### config.mk
export PLATFORM = sky130hd
export DESIGN_NAME = data_mem_ctrl
export DESIGN_NICKNAME = d
export VERILOG_FILES = /design/src/rtl/data_mem_ctrl.sv
export SDC_FILE = /design/constraint.sdc
export NUM_CORES = 1
export LEC_CHECK = 0
export ABC_AREA = 1
export CORE_MARGIN = 1
export CORE_UTILIZATION = 43
export DETAILED_ROUTE_END_ITERATION = 7
export GPL_TIMING_DRIVEN = 0
export HOLD_SLACK_MARGIN = 0.02
export PLACE_DENSITY = 0.86
export SETUP_SLACK_MARGIN = 0.3
export SYNTH_ARGS = -nofsm -noshare
export SYNTH_HDL_FRONTEND = slang
export SYNTH_SLANG_ARGS = --single-unit
### constraint.sdc
create_clock -name clka -period 1.9 [get_ports clka]
set_input_delay 0.19 -clock clka [delete_from_list [all_inputs] [get_ports clka]]
set_output_delay 0.19 -clock clka [all_outputs]
set_load 0.1 [all_outputs]
### src/rtl/data_mem_ctrl.sv
// data_mem_ctrl: load/store unit between the core memory stage and a
// byte-write data RAM with a configurable read latency.
module data_mem_ctrl #(
    parameter int ADDR_W     = 32,
    parameter int RD_LATENCY = 1
) (
    input  logic              clka,
    input  logic              rst,
    input  logic              req_valid,
    output logic              req_ready,
    input  logic              req_we,
    input  logic [1:0]        req_size,
    input  logic              req_unsigned,
    input  logic [31:0]       req_addr,
    input  logic [31:0]       req_wdata,
    output logic              resp_valid,
    output logic [31:0]       resp_rdata,
    output logic              addr_err,
    output logic [31:0]       err_addr,
    output logic              ram_ena,
    output logic [3:0]        ram_wea,
    output logic [ADDR_W-1:0] ram_addra,
    output logic [31:0]       ram_dina,
    input  logic [31:0]       ram_douta
);

    typedef enum logic [1:0] {IDLE, ISSUE, WAIT, RESP} state_t;

    state_t      state;
    logic        we_q;
    logic        uns_q;
    logic [1:0]  size_q;
    logic [1:0]  off_q;
    logic [1:0]  cnt;
    logic        accept;
    logic        illegal;
    logic [3:0]  wmask;
    logic [31:0] wrep;
    logic [7:0]  ld_b;
    logic [15:0] ld_h;
    logic [31:0] ld_ext;

    assign req_ready = (state == IDLE) && !rst;
    assign accept    = req_valid && req_ready;

    // Store lane mask, replicated store data and alignment check.
    always_comb begin
        illegal = 1'b0;
        wmask   = 4'b0000;
        wrep    = req_wdata;
        unique case (req_size)
            2'd0: begin
                wmask = 4'b0001 << req_addr[1:0];
                wrep  = {4{req_wdata[7:0]}};
            end
            2'd1: begin
                illegal = req_addr[0];
                wmask   = 4'b0011 << {req_addr[1], 1'b0};
                wrep    = {2{req_wdata[15:0]}};
            end
            2'd2: begin
                illegal = |req_addr[1:0];
                wmask   = 4'b1111;
            end
            default: illegal = 1'b1;
        endcase
    end

    always_comb begin
        ld_b   = 8'(ram_douta >> {off_q, 3'b000});
        ld_h   = off_q[1] ? ram_douta[31:16] : ram_douta[15:0];
        ld_ext = ram_douta;
        unique case (1'b1)
            size_q == 2'd0: ld_ext = {{24{ld_b[7] & ~uns_q}}, ld_b};
            size_q == 2'd1: ld_ext = {{16{ld_h[15] & ~uns_q}}, ld_h};
            default:        ld_ext = ram_douta;
        endcase
    end

    always_ff @(posedge clka) begin
        if (rst) begin
            state      <= IDLE;
            we_q       <= 1'b0;
            uns_q      <= 1'b0;
            size_q     <= 2'd0;
            off_q      <= 2'd0;
            cnt        <= 2'd0;
            resp_valid <= 1'b0;
            resp_rdata <= '0;
            addr_err   <= 1'b0;
            err_addr   <= '0;
            ram_ena    <= 1'b0;
            ram_wea    <= 4'b0000;
            ram_addra  <= '0;
            ram_dina   <= '0;
        end else begin
            resp_valid <= 1'b0;
            resp_rdata <= '0;
            addr_err   <= 1'b0;
            ram_ena    <= 1'b0;
            ram_wea    <= 4'b0000;
            unique case (state)
                IDLE: begin
                    if (accept) begin
                        we_q   <= req_we;
                        uns_q  <= req_unsigned;
                        size_q <= req_size;
                        off_q  <= req_addr[1:0];
                        if (illegal) begin
                            state      <= RESP;
                            resp_valid <= 1'b1;
                            addr_err   <= 1'b1;
                            err_addr   <= req_addr;
                        end else begin
                            state     <= ISSUE;
                            ram_ena   <= 1'b1;
                            ram_wea   <= req_we ? wmask : 4'b0000;
                            ram_addra <= {req_addr[ADDR_W-1:2], 2'b00};
                            ram_dina  <= wrep;
                        end
                    end
                end
                ISSUE: begin
                    if (we_q) begin
                        state      <= RESP;
                        resp_valid <= 1'b1;
                    end else begin
                        state <= WAIT;
                        cnt   <= 2'(RD_LATENCY - 1);
                    end
                end
                WAIT: begin
                    if (cnt == '0) begin
                        state      <= RESP;
                        resp_valid <= 1'b1;
                        resp_rdata <= ld_ext;
                    end else begin
                        cnt <= cnt - 1'b1;
                    end
                end
                RESP:    state <= IDLE;
                default: state <= IDLE;
            endcase
        end
    end

endmodule

Yosys cells after proc, flatten, opt, wreduce, memory -nomap -nowiden
Index checks and enable logic that the tools add are counted.
{ "word_totals": {"output_inout_bits": 136, "elab_cells": 74, "register_bits": 143, "in_bits": 103} }
{ "op_classes": {"shifts": 3, "n_eq_ne": 10, "bitwise": 9, "addsub": 1, "n_reduce_logical": 18, "n_mux": 19} }
{ "op_table": {"columns": ["cell", "n"], "rows": [
  ["$pmux W32 S2", 2],
  ["$shr A32 B5 Y8", 1],
  ["$mux W16", 1],
  ["$pmux W4 S3", 1],
  ["$mux W2", 5],
  ["$reduce_and A3 Y1", 3],
  ["$logic_not A2 Y1", 4],
  ["$ne A2 B2 Y1 const B", 4],
  ["$pmux W2 S4", 1],
  ["$not A1 Y1", 7],
  ["$eq A2 B1 Y1 const B", 3],
  ["$eq A2 B2 Y1 const B", 3],
  ["$mux W1", 6],
  ["$pmux W1 S3", 2],
  ["$reduce_or A3 Y1", 2],
  ["$reduce_or A5 Y1", 1],
  ["$pmux W2 S2", 1],
  ["$reduce_and A2 Y1", 2],
  ["$reduce_or A2 Y1", 2],
  ["$shl A1 B2 Y4 const A", 1],
  ["$shl A2 B2 Y4 const A", 1],
  ["$and A1 B1 Y1", 2],
  ["$logic_and A1 B1 Y1", 2],
  ["$reduce_bool A2 Y1", 1],
  ["2 further kinds", 2]
]} }

Longest topological paths before layout
Gate-level depths: netlist (run 1).
{ "depth": {"depth_word": 5, "mapped_depth": 9, "depth_no_buf": 8} }

Least setup slack after synthesis (run 1)
OpenSTA, ideal clock, no wires.
{ "synth_path": {"path_type": "reg-to-output", "from": "reg state[0]", "to": "out req_ready", "setup_slack_ps": -210, "arrival_time_ps": 1920, "path_buffers": 0, "stages_incl_launch_ff": 5, "cell_sequence": "dfxtp_1 inv_1 ha_1 inv_1 nor2_1"} }
{ "synth_via": {"elab_chain_cells": 2} }
{ "synth_rtl": {"columns": ["item", "line_no", "text"], "rows": [
  ["start, declared", "29", "state_t state;"],
  ["start signal, assigned", "82", "state <= IDLE;"],
  ["start signal, assigned", "110", "state <= RESP;"],
  ["start signal, assigned", "115", "state <= ISSUE;"],
  ["$logic_not A2 Y1", "43", "assign req_ready = (state == IDLE) && !rst;"],
  ["$logic_and A1 B1 Y1", "43", null],
  ["end, declared", "10", "output logic req_ready,"]
]} }
Every way passes these cells.

Worst setup path after layout (run 1)
Same ends and word-level chain as after synthesis.

==> results of run 1 <==
==> final cells by class <==
class / count / area share (%)
Clock buffer: 19 / 4.86
Clock inverter: 13 / 1.97
Timing Repair Buffer: 240 / 27.6
Buffer: 46 / 3.42
Multi-Input combinational cell: 555 / 27.2
Sequential cell: 143 / 30.7
Inverter: 44 / 1.88
Tap cell: 172 / 2.31
==> per-layer routing <==
| layer | vias to the layer above | global-route usage, % |
|---|---|---|
| met5 | - | 0 |
| met3 | 62 | 7.39 |
| met2 | 286 | 47.3 |
| li1 | 3054 | - |
| met4 | 0 | 14.4 |
| met1 | 2860 | 30.5 |
==> power by group through the flow <==
| stage | registers (mW) | clock network [mW] | logic [mW] |
|---|---|---|---|
| final | 3.52 | 3.58 | 4.66 |
| after global placement | 3.56 | 0 | 4.42 |
| after floorplan | 5.52 | 0 | 1.35 |
| after CTS | 3.51 | 3.61 | 4.49 |
| after global routing | 3.56 | 3.73 | 4.93 |
| after detailed placement | 3.57 | 0 | 4.46 |
==> through the flow <==
stage               std cells  hold slack (ns)  setup slack [ns]  cell area [sq um]  setup TNS [ns]
global placement         1196            0.451            -0.617               8320           -2.84
floorplan                 788            0.268             0.441               5740               0
finish                   1232            0.268             0.314               9320               0
detailed placement       1196            0.457            -0.614               8320           -5.15
global route             1232            0.278             0.256               9320               0
CTS                      1230            0.346             0.107               9230               0
==> cells by family (layout without fill, tap and decap cells) <==
group,Yosys count,count (layout),share of synthesized area [%]
buf+inv,90,362,6.73
compound gates,185,185,17.5
fa+ha+maj,6,6,1.31
flops,143,143,50.0
other cells,1,2,0.0655
simple gates,362,362,24.4
==> timing repair <==
item | CTS | global route
setup endpoints to repair | 248 | 121
pin swaps | 0 | 1
gates resized for setup | 445 | 50
setup buffers | 2 | 2
hold buffers | 0 | 0
==> placed cells by master (no fill, tap or decap), types with 5 or more instances in the layout <==
cell and instances:
a21oi_1 45, buf_4 16, clkbuf_1 9, clkbuf_16 17, clkbuf_2 9, clkbuf_4 5, clkdlybuf4s15_2 133, clkdlybuf4s50_1 101
dfxtp_1 141, inv_1 34, inv_2 7, nand2_1 153, nand3_1 10, nor2_1 189, o211ai_1 14, o21ai_0 80
o21ai_1 36
==> worst max-delay path, delay by kind of cell (launching register included) <==
family	cells	cell delay [ns]
DFF	1	0.35
buffers and inverters	3	0.35
adders and majority gates	1	0.16
and+or+nand+nor	1	0.10
==> worst max-delay path by stage <==
stage | to | slack (ns) | depth (start not counted)
floorplan | resp_rdata[16] | 0.44 | 7
global placement | req_ready | -0.62 | 4
detailed placement | req_ready | -0.61 | 4
CTS | req_ready | 0.11 | 5
global route | req_ready | 0.26 | 5
finish | req_ready | 0.31 | 5
==> registers in the layout, indices dropped and copies added, names as in the netlist <==
| signal | flops |
|---|---|
| addr_err | 1 |
| cnt | 2 |
| err_addr | 32 |
| off_q | 2 |
| ram_addra | 30 |
| ram_dina | 32 |
| ram_ena | 1 |
| ram_wea | 4 |
| resp_rdata | 32 |
| resp_valid | 1 |
| size_q | 2 |
| state | 2 |
| uns_q | 1 |
| we_q | 1 |
==> reports/metrics.csv, run 1 <==
metric,value,unit
status,"complete, no violations",
initial antenna violation count,0,
Pint,6.85,mW
clk_skew,0.00526,ns
largest fanout on the critical path,5,
Switching Share,41.8,%
min cycle time layout,1.59,ns
DP HPWL,13300,um
final core occ,72.7,%
synthesized area per cell,7.28,sq um
Crit path required time,1.71,ns
first-pass GRT wire length,29500,um
drc violations,0,
top cell type's share of synthesized area,50.0,%
critical path class,flop to output port,
Power Total,11.8,mW
reg2reg start,state[0],
# port buffers,236,
synth warn,0,
synthesized instance count,787,
cell row count,41,
switching power,4.92,mW
core area,12800,sq um
1st-iter DRT viols,450,
Ports,239,
Tcrit/Tclk final,83.5,%
final hold violations,0,
multi-input logic area,2540,sq um
part of the Yosys area used for sequential elements,50.0,%
Crit. End Element,output port,
Die ar.,13800,sq um
part of the power in the clock network,30.4,%
Clock Sink Count,143,
Area Overhead vs Synth,62.8,%
Max Cap Viol,0,
Final Max Slew Viols,0,
worst r2r path cells,9,
R2R setup slack,0.34,ns
CP peak stage delay,0.35,ns
final RePlAce weighted congestion,0.891,
VDD IR max,0.000823,V
number of flops mapped to enable cells by yosys,0,
Synth area leader,dfxtp_1,
M1 WL,7600,um
Crit-path slowest cell,dfxtp_2,
Fill cells,957,
combinational group share of total power,39.6,%
Main synth FF type,dfxtp_1,
Power per Cell Area,1260,nW/um^2
Async SR Flop Fraction,0,%
all-layer global routing usage,27.3,%
H-tree Lvls,4,
"Clk pin slew, worst setup/hold paths",0.06,ns
Worst-Skew Late Latency,0.42,ns
Die Ht,117,um
Worst Tran Pin Value,0.597,ns
Critical Path Start Type,flop,
most frequent cells after synthesis,"nor2_1 (190), nand2_1 (155), dfxtp_1 (143), o21ai_0 (97), a21oi_1 (45)",
CP arrival,1.40,ns
Sequential Area,2870,sq um
worst-case clock buffer depth,2,
CTS tree,built,
Die Wd,117,um
vias after detailed routing,6262,
worst min-delay path endpoint,size_q[0],
drt first pass iters,5,
Leak Pwr,3.76,nW
f_max,630,MHz
grt ovf,0,
vias in the first global route,5870,
Wirelength per Cell,15.7,um
routed length on met3,1420,um
worst-path cell chain,"inv_2, ha_4, inv_1, nor2_4, buf_12",
RSZ-0062 raised after global routing,true,
total CTS buffers,17,
Met2 Wirelength,9500,um
final WL,19300,um
Hold Startpoint,req_size[0],
clock root buffer master,clkbuf_16,
Max transition margin,60.4,%
Via density,5.08,
top sig layer,met4,
ant diodes,0,
worst hold path class,input pin to flop,
Mapped Area,5730,sq um
largest net degree at the start of global routing,17,
Seq pwr share,29.9,%
R2R Path End,err_addr[5],
post-layout net count,1156,
layout cells sized above 1,22.0,%
final setup vio count,0,
hold path depth,3,
"count leader, synth",nor2_1,
Synth area leaders,"dfxtp_1 (50%), nor2_1 (12%), nand2_1 (10%)",
Starting Density,44.7,%
Synth cell types,26,
Setup crit start,state[0],
Synth Register Bits,143,
antenna-violating nets left,0,
Power figures use the tool's default switching activity.
==> run 2, diff against run 1 <==
clock period = 1.49 ns   (was 1.9 ns; I/O delays follow)
==> run 2 against run 1 <==
Compared with the run above: the flow now finishes with violations (setup timing); routed wire length increased by 37%; critical path depth grew 4; clock skew up 0.0084 ns; sequential power rose by 33%; clock-buffer cell count up 1; clock power grew 12%; via count rose by 15%; first-iteration DRC count grew 52%; power grew 45%.
==> reports/metrics.csv, run 2 (same netlist as run 1, synthesis figures left out) <==
metric,value,unit,change
final RePlAce weighted congestion,0.907,,+1.8%
Wirelength per Cell,20.5,um,+31%
all-layer global routing usage,30.6,%,+3.3 points
Crit. End Element,flop,,
Power Total,17.1,mW,+45%
largest fanout on the critical path,9,,+4
WP buf/inv,4,,+1
Via density,5.58,,+9.8%
Die ar.,13800,sq um,unchanged
largest net degree at the start of global routing,17,,unchanged
"Clk pin slew, worst setup/hold paths",0.07,ns,about the same
Crit-path slowest cell,dfxtp_4,,
initial antenna violation count,1,,+1
vias after detailed routing,7189,,+15%
total CTS buffers,17,,unchanged
worst-case clock buffer depth,2,,unchanged
critical path's top delay family,simple AND/OR/NAND/NOR gates,,
# port buffers,236,,unchanged
most frequent cells in the layout,"nor2_1 (141), nand2_1 (133), dfxtp_1 (118), clkdlybuf4s50_1 (101), buf_6 (96)",,
Clock Sink Count,143,,unchanged
post-route cell area,11200,sq um,+20%
setup ws final,-0.224,ns,-0.538 ns
core area,12800,sq um,unchanged
Die Wd,117,um,unchanged
min cycle time layout,1.71,ns,
worst-path cell chain,"inv_4, ha_4, nand3_4, inv_8, nand3_4, clkinv_8, clkbuf_16, nor2_4, nor2_1",,
failing checks,setup timing,,
dpl cell area,8450,sq um,+1.6%
RSZ-0062 raised after global routing,true,,
Worst-Skew Late Latency,0.44,ns,+0.02 ns
1st-iter DRT viols,683,,+52%
Fill cells,609,,-36%
CTS tree,built,,
Power per Cell Area,1530,nW/um^2,+21%
biggest regs,"err_addr (32), ram_dina (32), resp_rdata (32)",,
CP peak stage delay,0.36,ns,about the same
clk_skew,0.0137,ns,+0.00842 ns
Critical Path Start Type,flop,,
Final Max Slew Viols,0,,unchanged
H-tree Lvls,4,,unchanged
DP HPWL,14100,um,+5.7%
Die Ht,117,um,unchanged
worst hold path class,input pin to flop,,
VDD IR max,0.00108,V,+32%
Area Overhead vs Synth,95.1,%,
drc violations,0,,unchanged
Leak Pwr,4.79,nW,+28%
clock root buffer master,clkbuf_16,,
Crit path required time,1.84,ns,+0.13 ns
final WL,26400,um,+37%
antenna-violating nets left,0,,unchanged
grt ovf,0,,unchanged
cell row count,41,,unchanged
vias in the first global route,6373,,+8.6%
Max transition margin,51.2,%,-9.1 points
status,finished with violations,,
drt first pass iters,7,,+2
Worst Tran Pin Value,0.731,ns,+0.134 ns
"commonest non-fill, non-tap cell in the layout",nor2_1,,
layout cells sized above 1,43.4,%,+21 points
critical path class,flop to flop,,
CP arrival,2.06,ns,+0.66 ns
post-layout net count,1213,,+4.9%
Starting Density,44.7,%,unchanged
Max Cap Viol,0,,unchanged
final setup vio count,99,,+99
Ports,239,,unchanged
first-pass GRT wire length,32900,um,+12%
critical path's most frequent cell,nand3_4,,
Tcrit/Tclk final,115,%,
final hold violations,0,,unchanged
f_max,583,MHz,
==> run 2: through the flow <==
step / setup TNS, ns / setup WS (ns) / utilization [%] / cells / hold WS (ns)
finish: -7.00 / -0.224 / 87.1 / 1288 / 0.331
global route: -11.93 / -0.262 / 87.1 / 1288 / 0.349
CTS: -0.200 / -0.0322 / 75.4 / 1248 / 0.312
detailed placement: -58.00 / -0.935 / 65.9 / 1196 / 0.455
global placement: -54.66 / -0.936 / 65.9 / 1196 / 0.449
floorplan: 0 / 0.180 / - / 788 / 0.227
==> run 2: power breakdown <==
part | switching, mW | internal (mW) | total, mW
Combinational | 5.39 | 3.02 | 8.41
Sequential | 0.380 | 4.30 | 4.68
Clock | 1.69 | 2.31 | 4.01
==> run 2: repair_timing <==
action | 4_1_cts | 5_1_grt
pin swaps | 53 | 47
setup buffers | 14 | 28
gates cloned | 8 | 11
hold endpoints to repair | 0 | 0
resized for setup | 1041 | 320
endpoints found under the setup margin | 277 | 200
hold buffers | 0 | 0
==> run 2: worst min-delay path, cell delays in order <==
cell	delay [ns]
dlygate4sd2_1	0.31
inv_2	0.16
o21ai_0	0.10
==> run 2: area by class of cell <==
type	instances	area (sq um)	area share [%]
Tap cell	172	215	1.93
Antenna cell	1	2.50	0.0224
Timing Repair Buffer	295	3450	30.9
Clock inverter	10	91.3	0.817
Clock buffer	20	447	4.00
Sequential cell	143	2900	26.0
Inverter	44	213	1.90
Buffer	46	495	4.43
Multi-Input combinational cell	557	3360	30.1
==> run 2: per-layer routing <==
layer  global-route usage [%]  routed length (um)  vias up
met2                     51.6               13200      450
li1                         -                   -     3196
met5                        0                   0        -
met1                     35.0                9730     3407
met3                     6.37                1810      136
met4                     20.4                1700        0
==> run 2: path summary, 6_finish.rpt <==
kind                                    from            to  slack, ns  depth (start not counted)
worst max register to register      state[1]  err_addr[17]      -0.22                          9
worst min register to register  ram_dina[24]  ram_dina[24]       0.49                          2
worst max-delay path                state[1]  err_addr[17]      -0.22                          9
worst min-delay path             req_size[0]     size_q[0]       0.33                          3
==> run 3, diff against run 2 <==
ABC_AREA = unset   (was 1)
CORE_UTILIZATION = 44   (was 43)
PLACE_DENSITY = 0.85   (was 0.86)
SKIP_CTS_REPAIR_TIMING = 1   (was unset)
==> run 3 against run 2 <==
Compared with the run above: the flow still finishes with violations (setup timing); register-to-register slack lost 0.22 ns; combinational power is 8.3% lower; final area down 5.9%; core utilization decreased by 11 points; critical endpoint is now err_addr[26]; largest power group unchanged; highest routed layer unchanged.
==> reports/metrics.csv, run 3 <==
metric,value,unit,change
vias in the first global route,5675,,-11%
Power per Cell Area,1580,nW/um^2,+3.4%
Tcrit/Tclk final,130,%,+15 points
final hold violations,0,,unchanged
top cell type's share of synthesized area,45.9,%,-4.1 points
VDD IR max,0.00114,V,+5.4%
critical path class,flop to flop,,
Worst Tran Pin Value,0.572,ns,-0.159 ns
Leak Pwr,4.77,nW,-0.38%
Synth area leaders,"dfxtp_1 (46%), mux2i_1 (14%), nand2_1 (5.3%)",,
dpl cell area,8980,sq um,+6.3%
total CTS buffers,17,,unchanged
Synth area leader,dfxtp_1,,
Crit path required time,1.78,ns,-0.06 ns
Synth Register Bits,143,,unchanged
WP buf/inv,2,,-2
synthesized instance count,644,,-18%
number of flops mapped to enable cells by yosys,0,,unchanged
drc violations,0,,unchanged
Setup crit start,state[0],,
hold_ws,0.0709,ns,-0.260 ns
# port buffers,235,,-0.42%
Hold Startpoint,req_addr[0],,
ant diodes,0,,-1
H-tree Lvls,4,,unchanged
Area Overhead vs Synth,68.6,%,
first-pass GRT wire length,29300,um,-11%
f_max,517,MHz,-11%
antenna-violating nets left,0,,unchanged
Wirelength per Cell,20.4,um,-0.67%
Die Ht,121,um,+3.1%
synthesized area per cell,9.68,sq um,+33%
reg2reg start,state[0],,
critical path's top delay family,compound AO/OA/AOI/OAI gates,,
largest net degree at the start of global routing,17,,unchanged
Starting Density,45.1,%,+0.43 points
Final Max Slew Viols,0,,unchanged
cell row count,43,,+4.9%
CP peak stage delay,0.53,ns,+0.17 ns
CTS tree,built,,
layout cells sized above 1,32.8,%,-11 points
Worst-Skew Late Latency,0.43,ns,about the same
Die ar.,14600,sq um,+6.3%
1st-iter DRT viols,386,,-43%
hold path depth,2,,-1
clk_skew,0.00743,ns,-0.00625 ns
synth warn,0,,unchanged
Power Total,16.6,mW,-2.8%
status,finished with violations,,
multi-input logic area,3160,sq um,-5.8%
biggest regs,"err_addr (32), ram_dina (32), resp_rdata (32)",,
Sequential Area,2890,sq um,-0.56%
vias after detailed routing,6191,,-14%
Crit-path slowest cell,o311ai_0,,
"commonest non-fill, non-tap cell in the layout",dfxtp_1,,
post-route cell area,10500,sq um,-5.9%
Clock Sink Count,143,,unchanged
min cycle time layout,1.93,ns,+0.219 ns
part of the Yosys area used for sequential elements,45.9,%,-4.1 points
final core occ,76.0,%,-11 points
all-layer global routing usage,26.4,%,-4.3 points
grt ovf,0,,unchanged
DP HPWL,14300,um,+1.5%
stages on the worst setup path,6,,-3
failing checks,setup timing,,
core area,13800,sq um,+7.8%
final RePlAce weighted congestion,0.901,,-0.66%
largest fanout on the critical path,10,,+1
setup ws final,-0.443,ns,-0.219 ns
Die Wd,121,um,+3.1%
worst r2r path cells,6,,-3
drt first pass iters,5,,-2
Ports,239,,unchanged
initial antenna violation count,0,,-1
final setup vio count,118,,+19%
post-layout net count,1033,,-15%
"Clk pin slew, worst setup/hold paths",0.06,ns,about the same
Mapped Area,6230,sq um,+8.8%
clock root buffer master,clkbuf_16,,
Critical Path Start Type,flop,,
RSZ-0062 raised after global routing,true,,
worst hold path class,input pin to flop,,
most frequent cells after synthesis,"dfxtp_1 (143), nand2_1 (88), mux2i_1 (86), inv_1 (40), o311ai_0 (30)",,
worst-path cell chain,"inv_4, ha_4, nand3b_1, clkbuf_1, o311ai_0, o21ai_1",,
Async SR Flop Fraction,0,%,unchanged
CP arrival,2.22,ns,+0.16 ns
"count leader, synth",dfxtp_1,,
final WL,22800,um,-14%
Fill cells,825,,+35%
most frequent cells in the layout,"dfxtp_1 (127), clkdlybuf4s50_1 (101), nand2_1 (87), buf_6 (86), mux2i_1 (85)",,
Max Cap Viol,0,,unchanged
worst-case clock buffer depth,2,,unchanged
Main synth FF type,dfxtp_1,,
Crit. End Element,flop,,
TNS Setup,-22.07,ns,-15.06 ns
Max transition margin,61.6,%,+10 points
Synth cell types,56,,+120%
Via density,5.54,,-0.70%
## run 3: changes by cell type after synthesis, moves of 11 or more
| cell | previous run | this run |
|---|---|---|
| nor2b_1 | 0 | 26 |
| o211ai_1 | 14 | 0 |
| mux2i_1 | 0 | 86 |
| o311ai_0 | 0 | 30 |
| nand2b_1 | 0 | 11 |
| a21oi_1 | 45 | 9 |
| nand2_1 | 155 | 88 |
| o21ai_0 | 97 | 22 |
| nor2_1 | 190 | 1 |
| mux2_2 | 0 | 11 |
## run 3: worst reg2reg max path, cell delays in order (launching register included)
cell	delay, ns
dfxtp_4	0.36
inv_4	0.07
ha_4	0.15
nand3b_1	0.21
clkbuf_1	0.30
o311ai_0	0.53
o21ai_1	0.16
## run 3: area by class of cell
type / instances / share of cell area (%)
buffer: 56 / 4.52
clock buffer: 21 / 4.29
clock inverter: 11 / 1.05
inverter: 41 / 1.51
multi-input combinational: 405 / 30.1
sequential: 143 / 27.5
tap: 180 / 2.14
timing repair buffer: 260 / 28.9
## run 3: stage by stage
stage / instances / setup WS [ns]
6_report: 1117 / -0.443
5_1_grt: 1117 / -0.501
4_1_cts: 1092 / -1.08
3_5_place_dp: 1060 / -1.08
3_3_place_gp: 1060 / -1.09
2_1_floorplan: 645 / -0.146
## run 3: kinds of logic after synthesis
group | Yosys count | share of synthesized area [%]
adders and majority gates | 6 | 1.20
DFF | 143 | 45.9
and+or+nand+nor | 163 | 13.2
AOI/OAI and AO/OA | 131 | 15.7
buffers and inverters | 97 | 6.88
muxes | 103 | 17.1
other | 1 | 0.0602
## run 3: final timing paths
check                  to  slack [ns]
max reg2reg  err_addr[26]       -0.44
min reg2reg  ram_dina[27]        0.48
min            ram_wea[0]        0.07
max          err_addr[26]       -0.44
## run 3: power breakdown
part	switching, mW	internal, mW	total (mW)
sequential	0.423	4.38	4.81
clock	1.74	2.35	4.10
combinational	5.24	2.47	7.71
total	7.41	9.21	16.6
## run 3: metal layers
metal	GRT usage, %	part of all wire, %	vias up
li1	-	-	2835
met1	29.1	36	2958
met2	44.0	50	323
met3	9.87	9.5	75
met4	13.7	4.6	0
met5	0	0	-
